--- config.mk ---
export PLATFORM = sky130hd
export DESIGN_NAME = imem_loader
export DESIGN_NICKNAME = d
export VERILOG_FILES = /design/src/rtl/imem_loader.sv
export SDC_FILE = /design/constraint.sdc
export NUM_CORES = 1
export LEC_CHECK = 0
export BUFFER_PORTS_ARGS = -buffer_cell sky130_fd_sc_hd__buf_4
export CAP_MARGIN = 15
export CORE_MARGIN = 4
export CORE_UTILIZATION = 57
export DETAILED_ROUTE_END_ITERATION = 8
export PLACE_DENSITY = 0.79
export SKIP_LAST_GASP = 1
export SYNTH_ARGS = -nofsm -noshare
export SYNTH_HDL_FRONTEND = slang
export SYNTH_SLANG_ARGS = --single-unit
export TNS_END_PERCENT = 5
--- constraint.sdc ---
create_clock -name clock -period 2.1 [get_ports clock]
set_clock_uncertainty 0.05 [all_clocks]
set_input_delay 0.21 -clock clock [delete_from_list [all_inputs] [get_ports clock]]
set_output_delay 0.21 -clock clock [all_outputs]
set_load 0.01 [all_outputs]
--- src/rtl/imem_loader.sv ---
// imem_loader: assembles a length-prefixed, XOR-checksummed byte stream into instruction memory, then releases the core.
module imem_loader #(
  parameter int ADDR_WIDTH = 8
) (
  input  logic                  clock,
  input  logic                  reset,
  input  logic                  rx_valid,
  input  logic [7:0]            rx_data,
  output logic                  rx_ready,
  output logic                  imem_we,
  output logic [ADDR_WIDTH-1:0] imem_addr,
  output logic [31:0]           imem_wdata,
  output logic                  cpu_run,
  output logic                  done,
  output logic                  error
);
  typedef enum logic [2:0] {S_CNT_HI, S_CNT_LO, S_DATA, S_CSUM, S_RUN, S_ERR} state_t;
  localparam logic [16:0] CAP = 17'(1) << ADDR_WIDTH;
  state_t state, state_n;
  logic [15:0] count, n_full;
  logic [1:0] byte_idx;
  logic [ADDR_WIDTH:0] word_idx;
  logic [7:0] csum;
  logic [23:0] shreg;
  logic acc, last_byte, last_word, word_done;
  always_comb begin
    rx_ready = state == S_CNT_HI || state == S_CNT_LO || state == S_DATA || state == S_CSUM;
    acc = rx_valid && rx_ready;
    n_full = {count[15:8], rx_data};
    last_byte = byte_idx == 2'd3;
    last_word = 16'(word_idx) + 16'd1 == count;
    word_done = acc && state == S_DATA && last_byte;
    state_n = state;
    if (acc)
      case (state)
        S_CNT_HI: state_n = S_CNT_LO;
        S_CNT_LO: state_n = 17'(n_full) > CAP ? S_ERR : n_full == 16'd0 ? S_CSUM : S_DATA;
        S_DATA:   state_n = last_byte && last_word ? S_CSUM : S_DATA;
        S_CSUM:   state_n = rx_data == csum ? S_RUN : S_ERR;
        default:  state_n = state;
      endcase
  end
  always_ff @(posedge clock) begin
    if (reset) begin
      state <= S_CNT_HI;
      count <= '0;
      byte_idx <= '0;
      word_idx <= '0;
      csum <= '0;
      shreg <= '0;
      imem_we <= 1'b0;
      imem_addr <= '0;
      imem_wdata <= '0;
      cpu_run <= 1'b0;
      done <= 1'b0;
      error <= 1'b0;
    end else begin
      state <= state_n;
      imem_we <= word_done;
      cpu_run <= state_n == S_RUN;
      done <= state_n == S_RUN;
      error <= state_n == S_ERR;
      if (acc && state == S_CNT_HI) count[15:8] <= rx_data;
      if (acc && state == S_CNT_LO) count[7:0] <= rx_data;
      if (acc && state == S_DATA) begin
        shreg <= {shreg[15:0], rx_data};
        csum <= csum ^ rx_data;
        byte_idx <= byte_idx + 2'd1;
      end
      // word index is one bit wider than the address so a full-capacity load never wraps
      if (word_done) begin
        imem_addr <= word_idx[ADDR_WIDTH-1:0];
        imem_wdata <= {shreg, rx_data};
        word_idx <= word_idx + 1'b1;
      end
    end
  end
endmodule

==> results of run 1 <==
-- layout by cell type, fill, tap and decap left out, drive strengths merged, types with 2 or more instances in the layout --
master	instances
nor4	6
nor2b	4
and2	3
dfxtp	105
nand2b	5
nand4	3
a211oi	3
inv	9
nor3	6
and3	4
o21ai	5
buf	65
clkbuf	9
xor2	21
ha	2
mux2i	8
nor2	30
xnor2	11
a21oi	78
nand3	5
nand2	158
or3	2
-- worst min path at each step --
stage | start | endpoint | slack, ns | cells past startpoint
after global routing | rx_data[5] | count[13] | 0.08 | 3
final | rx_data[0] | count[8] | 0.09 | 3
after global placement | count[15] | count[15] | 0.39 | 2
after floorplan | rx_data[2] | count[10] | 0.30 | 2
after detailed placement | imem_addr[4] | imem_addr[4] | 0.40 | 2
after CTS | rx_data[0] | count[8] | 0.08 | 3
-- layer usage --
| layer | wire [um] | vias to the layer above | share of wire (%) |
|---|---|---|---|
| li1 | - | 1790 | - |
| met1 | 4120 | 1661 | 45 |
| met2 | 4320 | 104 | 48 |
| met3 | 519 | 9 | 5.7 |
| met4 | 105 | 0 | 1.2 |
| met5 | 0 | - | 0 |
-- power breakdown --
part           total (mW)  leakage [nW]  switching (mW)  internal, mW
Clock                1.29         0.107           0.718         0.576
Combinational       0.311         0.874           0.181         0.130
Sequential           2.07         0.848          0.0395          2.03
Total                3.68          1.83           0.939          2.74
-- state kept, by name, summed over array words and instances (netlist names) --
name / count
byte_idx: 2
imem_addr: 8
word_idx: 9
state: 3
shreg: 24
imem_wdata: 32
csum: 8
imem_we: 1
done: 1
count: 16
error: 1
-- critical path, stage by stage (launching register included) --
cell,delay [ns]
sky130_fd_sc_hd__dfxtp_1,0.47
sky130_fd_sc_hd__ha_1,0.27
sky130_fd_sc_hd__and3_1,0.23
sky130_fd_sc_hd__a31oi_1,0.10
sky130_fd_sc_hd__nor4_1,0.29
sky130_fd_sc_hd__o2111ai_1,0.16
sky130_fd_sc_hd__o21ai_0,0.21
-- final cells by class --
cell class | count | area, sq um | area share [%]
Sequential cell | 105 | 2100 | 43.2
Multi-Input combinational cell | 371 | 1910 | 39.3
Timing Repair Buffer | 65 | 513 | 10.5
Clock buffer | 9 | 124 | 2.54
Tap cell | 96 | 120 | 2.47
Clock inverter | 7 | 81.3 | 1.67
Inverter | 4 | 15.0 | 0.308
-- per-stage QoR --
stage | total power [mW] | instances | hold WS (ns) | utilization, %
after floorplan | 2.32 | 513 | 0.296 | -
after global placement | 2.42 | 641 | 0.393 | 67.1
after detailed placement | 2.43 | 641 | 0.397 | 67.1
after CTS | 3.70 | 657 | 0.0790 | 70.1
after global routing | 3.83 | 657 | 0.0809 | 70.1
final | 3.68 | 657 | 0.0875 | 70.1
-- kinds of logic after synthesis --
family / share of synthesized area, %
xor gates and xnor gates: 6.72
AOI/OAI and AO/OA: 13.2
DFF: 50.4
buffers and inverters: 3.81
and+or+nand+nor: 23.4
adders and majority gates: 0.600
muxes: 1.92
==> out/results.md, run 1 <==
Worst setup path
- worst r2r dst: state[0]
- category of the worst setup path capture point: register
- Worst setup SP type: register
- internal reg-to-reg setup slack: 0.22 ns
- category of the critical setup timing path: register to register
- worst reg-to-reg path cell count: 6
- Worst R2R Start: word_idx[0]
- worst path arrival time: 2.10 ns
- worst setup path startpoint: word_idx[0]
- crit path to: state[0]
- worst path required time: 2.33 ns
- maximum fanout along the worst path: 6

Synthesis
- leading cell types by total area after synthesis: sky130_fd_sc_hd__dfxtp_1 50%, sky130_fd_sc_hd__nand2_1 14%, sky130_fd_sc_hd__a21oi_1 9.4%
- syn nets: 526
- number of enable-type register cells in the synthesized netlist: 0
- count leader, synth: sky130_fd_sc_hd__nand2_1
- cell taking the most area after synthesis: sky130_fd_sc_hd__dfxtp_1
- Commonest cells post-synth: 156 x sky130_fd_sc_hd__nand2_1, 105 x sky130_fd_sc_hd__dfxtp_1, 78 x sky130_fd_sc_hd__a21oi_1
- total standard cell area after synthesis: 4170 sq um
- Synth Register Bits: 105
- mean cell area of the mapped netlist: 8.13 sq um
- fraction of registers with async set or reset after synthesis: 0%
- share of Yosys cell area claimed by the top area cell type: 50.4%
- Synth Instances: 513
- number of unique standard cell types used by synthesis: 44
- number of warning messages in the yosys log: 0
- share of the yosys chip area belonging to registers: 50.4%
- Top FF cell, synth: sky130_fd_sc_hd__dfxtp_1

Power
- total power density per cell area: 756 nW/um^2
- Leakage: 1.83 nW
- VDD IR-drop max: 0.450 mV

Drt
- first drt pass iteration count: 4
- Via density: 5.42
- Via Count: 3564
- wire per inst: 13.8 um
- DRT iter0 DRCs: 166
- final wirelength: 9.06 mm
- count of antenna-violating nets left after detailed routing: 0
- number of remaining DRC errors: 0

STA
- clock period minus final worst setup slack: 1.88 ns
- count of final setup violators: 0
- Worst-Margin Slew: 0.443 ns
- final worst path period share: 89.3%
- final setup margin: 0.225 ns
- final-layout setup total negative slack: 0 ns
- Final Max Tran Viols: 0
- number of hold-slack violations in the final timing report: 0
- maximum clock frequency: 533 MHz
- worst rel slew slack: 70.2%
- unrepaired setup endpoints after global routing: false

Global route
- Most Used Layer, Global Route: met2
- initial antenna violation count: 0
- via count of the first global-routing pass: 3152
- global-route wire length before repair: 15.0 mm
- pin count of the biggest net entering global routing: 70
- GRT Util Overall: 21.2%
- global-route met2 utilization: 33.9%
- gr ovfl total: 0
- met3 GRT Util: 3.78%
- met1 global-route usage: 29.4%

Placement
- number of input and output port buffers inserted: 55
- area after detailed placement: 4660 sq um
- final weighted congestion in routability-driven placement: 0.880
- setup slack after placement: 0.306 ns
- sum of net half-perimeters after detailed placement: 6.16 mm

Layout
- final instance area: 4870 sq um
- net count of the finished layout: 569
- ratio of cells with drive above 1 in the final layout: 15.2%
- antenna diode count: 0
- filler cell count in the final layout: 596
- growth of design area from synthesis to finish: 16.6%

Clock network
- clock sink total: 105
- clock insertion delay at the later pin of the skew report: 0.36 ns
- Post-CTS Setup Bufs: 0
- buffers from clock root to sink, at most: 2
- clock-pin slew on the worst setup and hold paths: 0.10 ns
- cts repair resizes: 0
- TritonCTS Buffers: 9
- CTS H-tree depth: 3
- CTS tree: done
- root buf cell: sky130_fd_sc_hd__clkbuf_8
- hold bufs inserted after CTS: 0

Outcome
- outcome: complete, no violations

Floorplanning
- die span in y: 93.6 um
- Floorplan Core Area: 6940 sq um
- number of placed I/O pins: 56
- Total Die Area: 8750 sq um
- horizontal extent of the die: 93.6 um
- Row Count: 30
- Starting Density: 60.1%

Job
- number of violations of the max-capacitance limit: 0

Hold path
- Hold WC Path Type: primary input to register

Power figures use the tool's default switching activity.
==> run 2: changes to the inputs <==
- CORE_ASPECT_RATIO: not set -> 1.1
- RECOVER_POWER: not set -> 50
==> run 2 against run 1 <==
Via count down 1.3%; critical endpoint is now word_idx[8]; cell count down 1.7%; die area about the same.
==> out/results.md, run 2 (synthesized netlist as in run 1, its figures left out) <==
Global route
- via count of the first global-routing pass: 3240
- global-route wire length before repair: 14.7 mm
- pin count of the biggest net entering global routing: 87
- initial antenna violation count: 0
- gr ovfl total: 0
- GRT Util Overall: 21.1%

Drt
- DRT iter0 DRCs: 193
- count of antenna-violating nets left after detailed routing: 0
- wire per inst: 14.0 um
- Via density: 5.45
- first drt pass iteration count: 5
- Via Count: 3518
- final wirelength: 9.02 mm
- number of remaining DRC errors: 0

Job
- number of violations of the max-capacitance limit: 0

Placement
- count of placed standard cells including taps: 630
- final weighted congestion in routability-driven placement: 0.935
- number of input and output port buffers inserted: 55
- sum of net half-perimeters after detailed placement: 6.24 mm
- setup slack after placement: 0.256 ns

Floorplanning
- Total Die Area: 8760 sq um
- Floorplan Core Area: 7090 sq um
- Row Count: 32
- die span in y: 97.7 um
- horizontal extent of the die: 89.6 um
- Starting Density: 58.9%
- number of placed I/O pins: 56

Clock network
- hold bufs inserted after CTS: 0
- CTS tree: done
- CTS H-tree depth: 3
- root buf cell: sky130_fd_sc_hd__clkbuf_8
- clock sink total: 105
- buffers from clock root to sink, at most: 2
- clock insertion delay at the later pin of the skew report: 0.37 ns
- cts repair resizes: 0
- Post-CTS Setup Bufs: 0
- clock-pin slew on the worst setup and hold paths: 0.10 ns
- TritonCTS Buffers: 9

Layout
- net count of the finished layout: 569
- most common cell after layout, fill and taps aside: sky130_fd_sc_hd__nand2_1
- top library cells by usage in the layout, fill and taps aside: 156 x sky130_fd_sc_hd__nand2_1, 105 x sky130_fd_sc_hd__dfxtp_1, 78 x sky130_fd_sc_hd__a21oi_1
- growth of design area from synthesis to finish: 11.6%
- number of flip-flops under the largest register name: 32
- antenna diode count: 0
- register bank with the most flops: imem_wdata
- Non-Filler Instances: 646
- ratio of cells with drive above 1 in the final layout: 6.77%
- top flop regs: imem_wdata: 32 flops, shreg: 24 flops, count: 16 flops

STA
- final-layout setup total negative slack: 0 ns
- clock period minus final worst setup slack: 1.84 ns
- final worst path period share: 87.8%
- count of final setup violators: 0
- worst rel slew slack: 61.1%
- Final Max Tran Viols: 0
- maximum clock frequency: 542 MHz
- number of hold-slack violations in the final timing report: 0
- Worst-Margin Slew: 0.583 ns
- unrepaired setup endpoints after global routing: false
- final setup margin: 0.257 ns

Worst setup path
- Worst R2R Start: state[1]
- delay contributed by the slowest stage of the critical path: 0.49 ns
- worst path arrival time: 2.09 ns
- Critical Path, Cell by Cell: and4bb_1 -> and2_1 -> nand2_2 -> or4_1 -> a21oi_1
- internal reg-to-reg setup slack: 0.26 ns
- maximum fanout along the worst path: 10
- category of the worst setup path capture point: register
- worst reg-to-reg path cell count: 5
- category of the critical setup timing path: register to register
- Worst setup SP type: register
- critical path's slowest cell: sky130_fd_sc_hd__dfxtp_1
- worst path required time: 2.35 ns
- worst r2r dst: word_idx[8]

Power
- proportion of power drawn by flip-flops and latches: 58.1%
- VDD IR-drop max: 0.357 mV
- internal power component: 2.61 mW
- fraction of power spent switching nets: 26.7%
- relative contribution of the clock network to total power: 33.1%
- Switching Power: 0.951 mW
- Leakage: 1.62 nW
- relative contribution of combinational cells to total power: 8.8%
- total power density per cell area: 765 nW/um^2

Outcome
- outcome: complete, no violations

Hold path
- Hold Path Stages: 3
- Hold WC Path Type: primary input to register
- HP Start: rx_data[5]
- Hold Path Sink: count[13]

==> run 2: changes by cell type in the layout (fill, tap and decap cells not counted), sizes merged <==
cell    change
buf        -47
clkbuf     +47
clkinv      +4
inv         -3
bufinv      -1
==> run 2: worst max path at each step <==
stage	start	endpoint	slack (ns)
2_1_floorplan	state[2]	word_idx[8]	0.48
3_3_place_gp	state[1]	state[0]	0.33
3_5_place_dp	state[1]	state[0]	0.26
4_1_cts	state[1]	state[0]	0.23
5_1_grt	state[1]	state[0]	0.08
6_report	state[1]	word_idx[8]	0.26
==> run 2: layout make-up <==
cell class                 count  area [sq um]
fill                         636          2430
sequential                   105          2100
multi-input combinational    371          1910
timing repair buffer          65           338
clock buffer                   9           124
tap                           85           106
clock inverter                 7          65.1
inverter                       4          15.0
==> run 2: worst max-delay path, delay by kind of cell (launching register included) <==
family / cells / cell delay (ns)
AO/OA/AOI/OAI: 1 / 0.17
flip-flops: 1 / 0.49
AND/OR/NAND/NOR: 4 / 1.07
==> run 2: metal layers <==
| metal | share of wire [%] | track usage (%) |
|---|---|---|
| met5 | 0 | 0 |
| met1 | 46 | 28.4 |
| met4 | 1.2 | 6.87 |
| met2 | 48 | 33.2 |
| met3 | 5.1 | 4.64 |
==> run 2: per-stage QoR <==
stage          utilization, %  power, mW  instance area [sq um]  hold WS [ns]
3_5_place_dp             65.6       2.43                   4650         0.397
2_1_floorplan               -       2.32                   4170         0.296
4_1_cts                  68.3       3.59                   4840        0.0624
5_1_grt                  65.7       3.69                   4660        0.0749
6_report                 65.7       3.56                   4660        0.0759
3_3_place_gp             65.6       2.42                   4650         0.393
==> run 2: power groups by stage <==
stage	clock network, mW	registers [mW]	logic, mW
floorplan	0	2.10	0.223
global placement	0	2.11	0.310
detailed placement	0	2.11	0.319
CTS	1.20	2.07	0.322
global route	1.27	2.07	0.349
finish	1.18	2.07	0.314
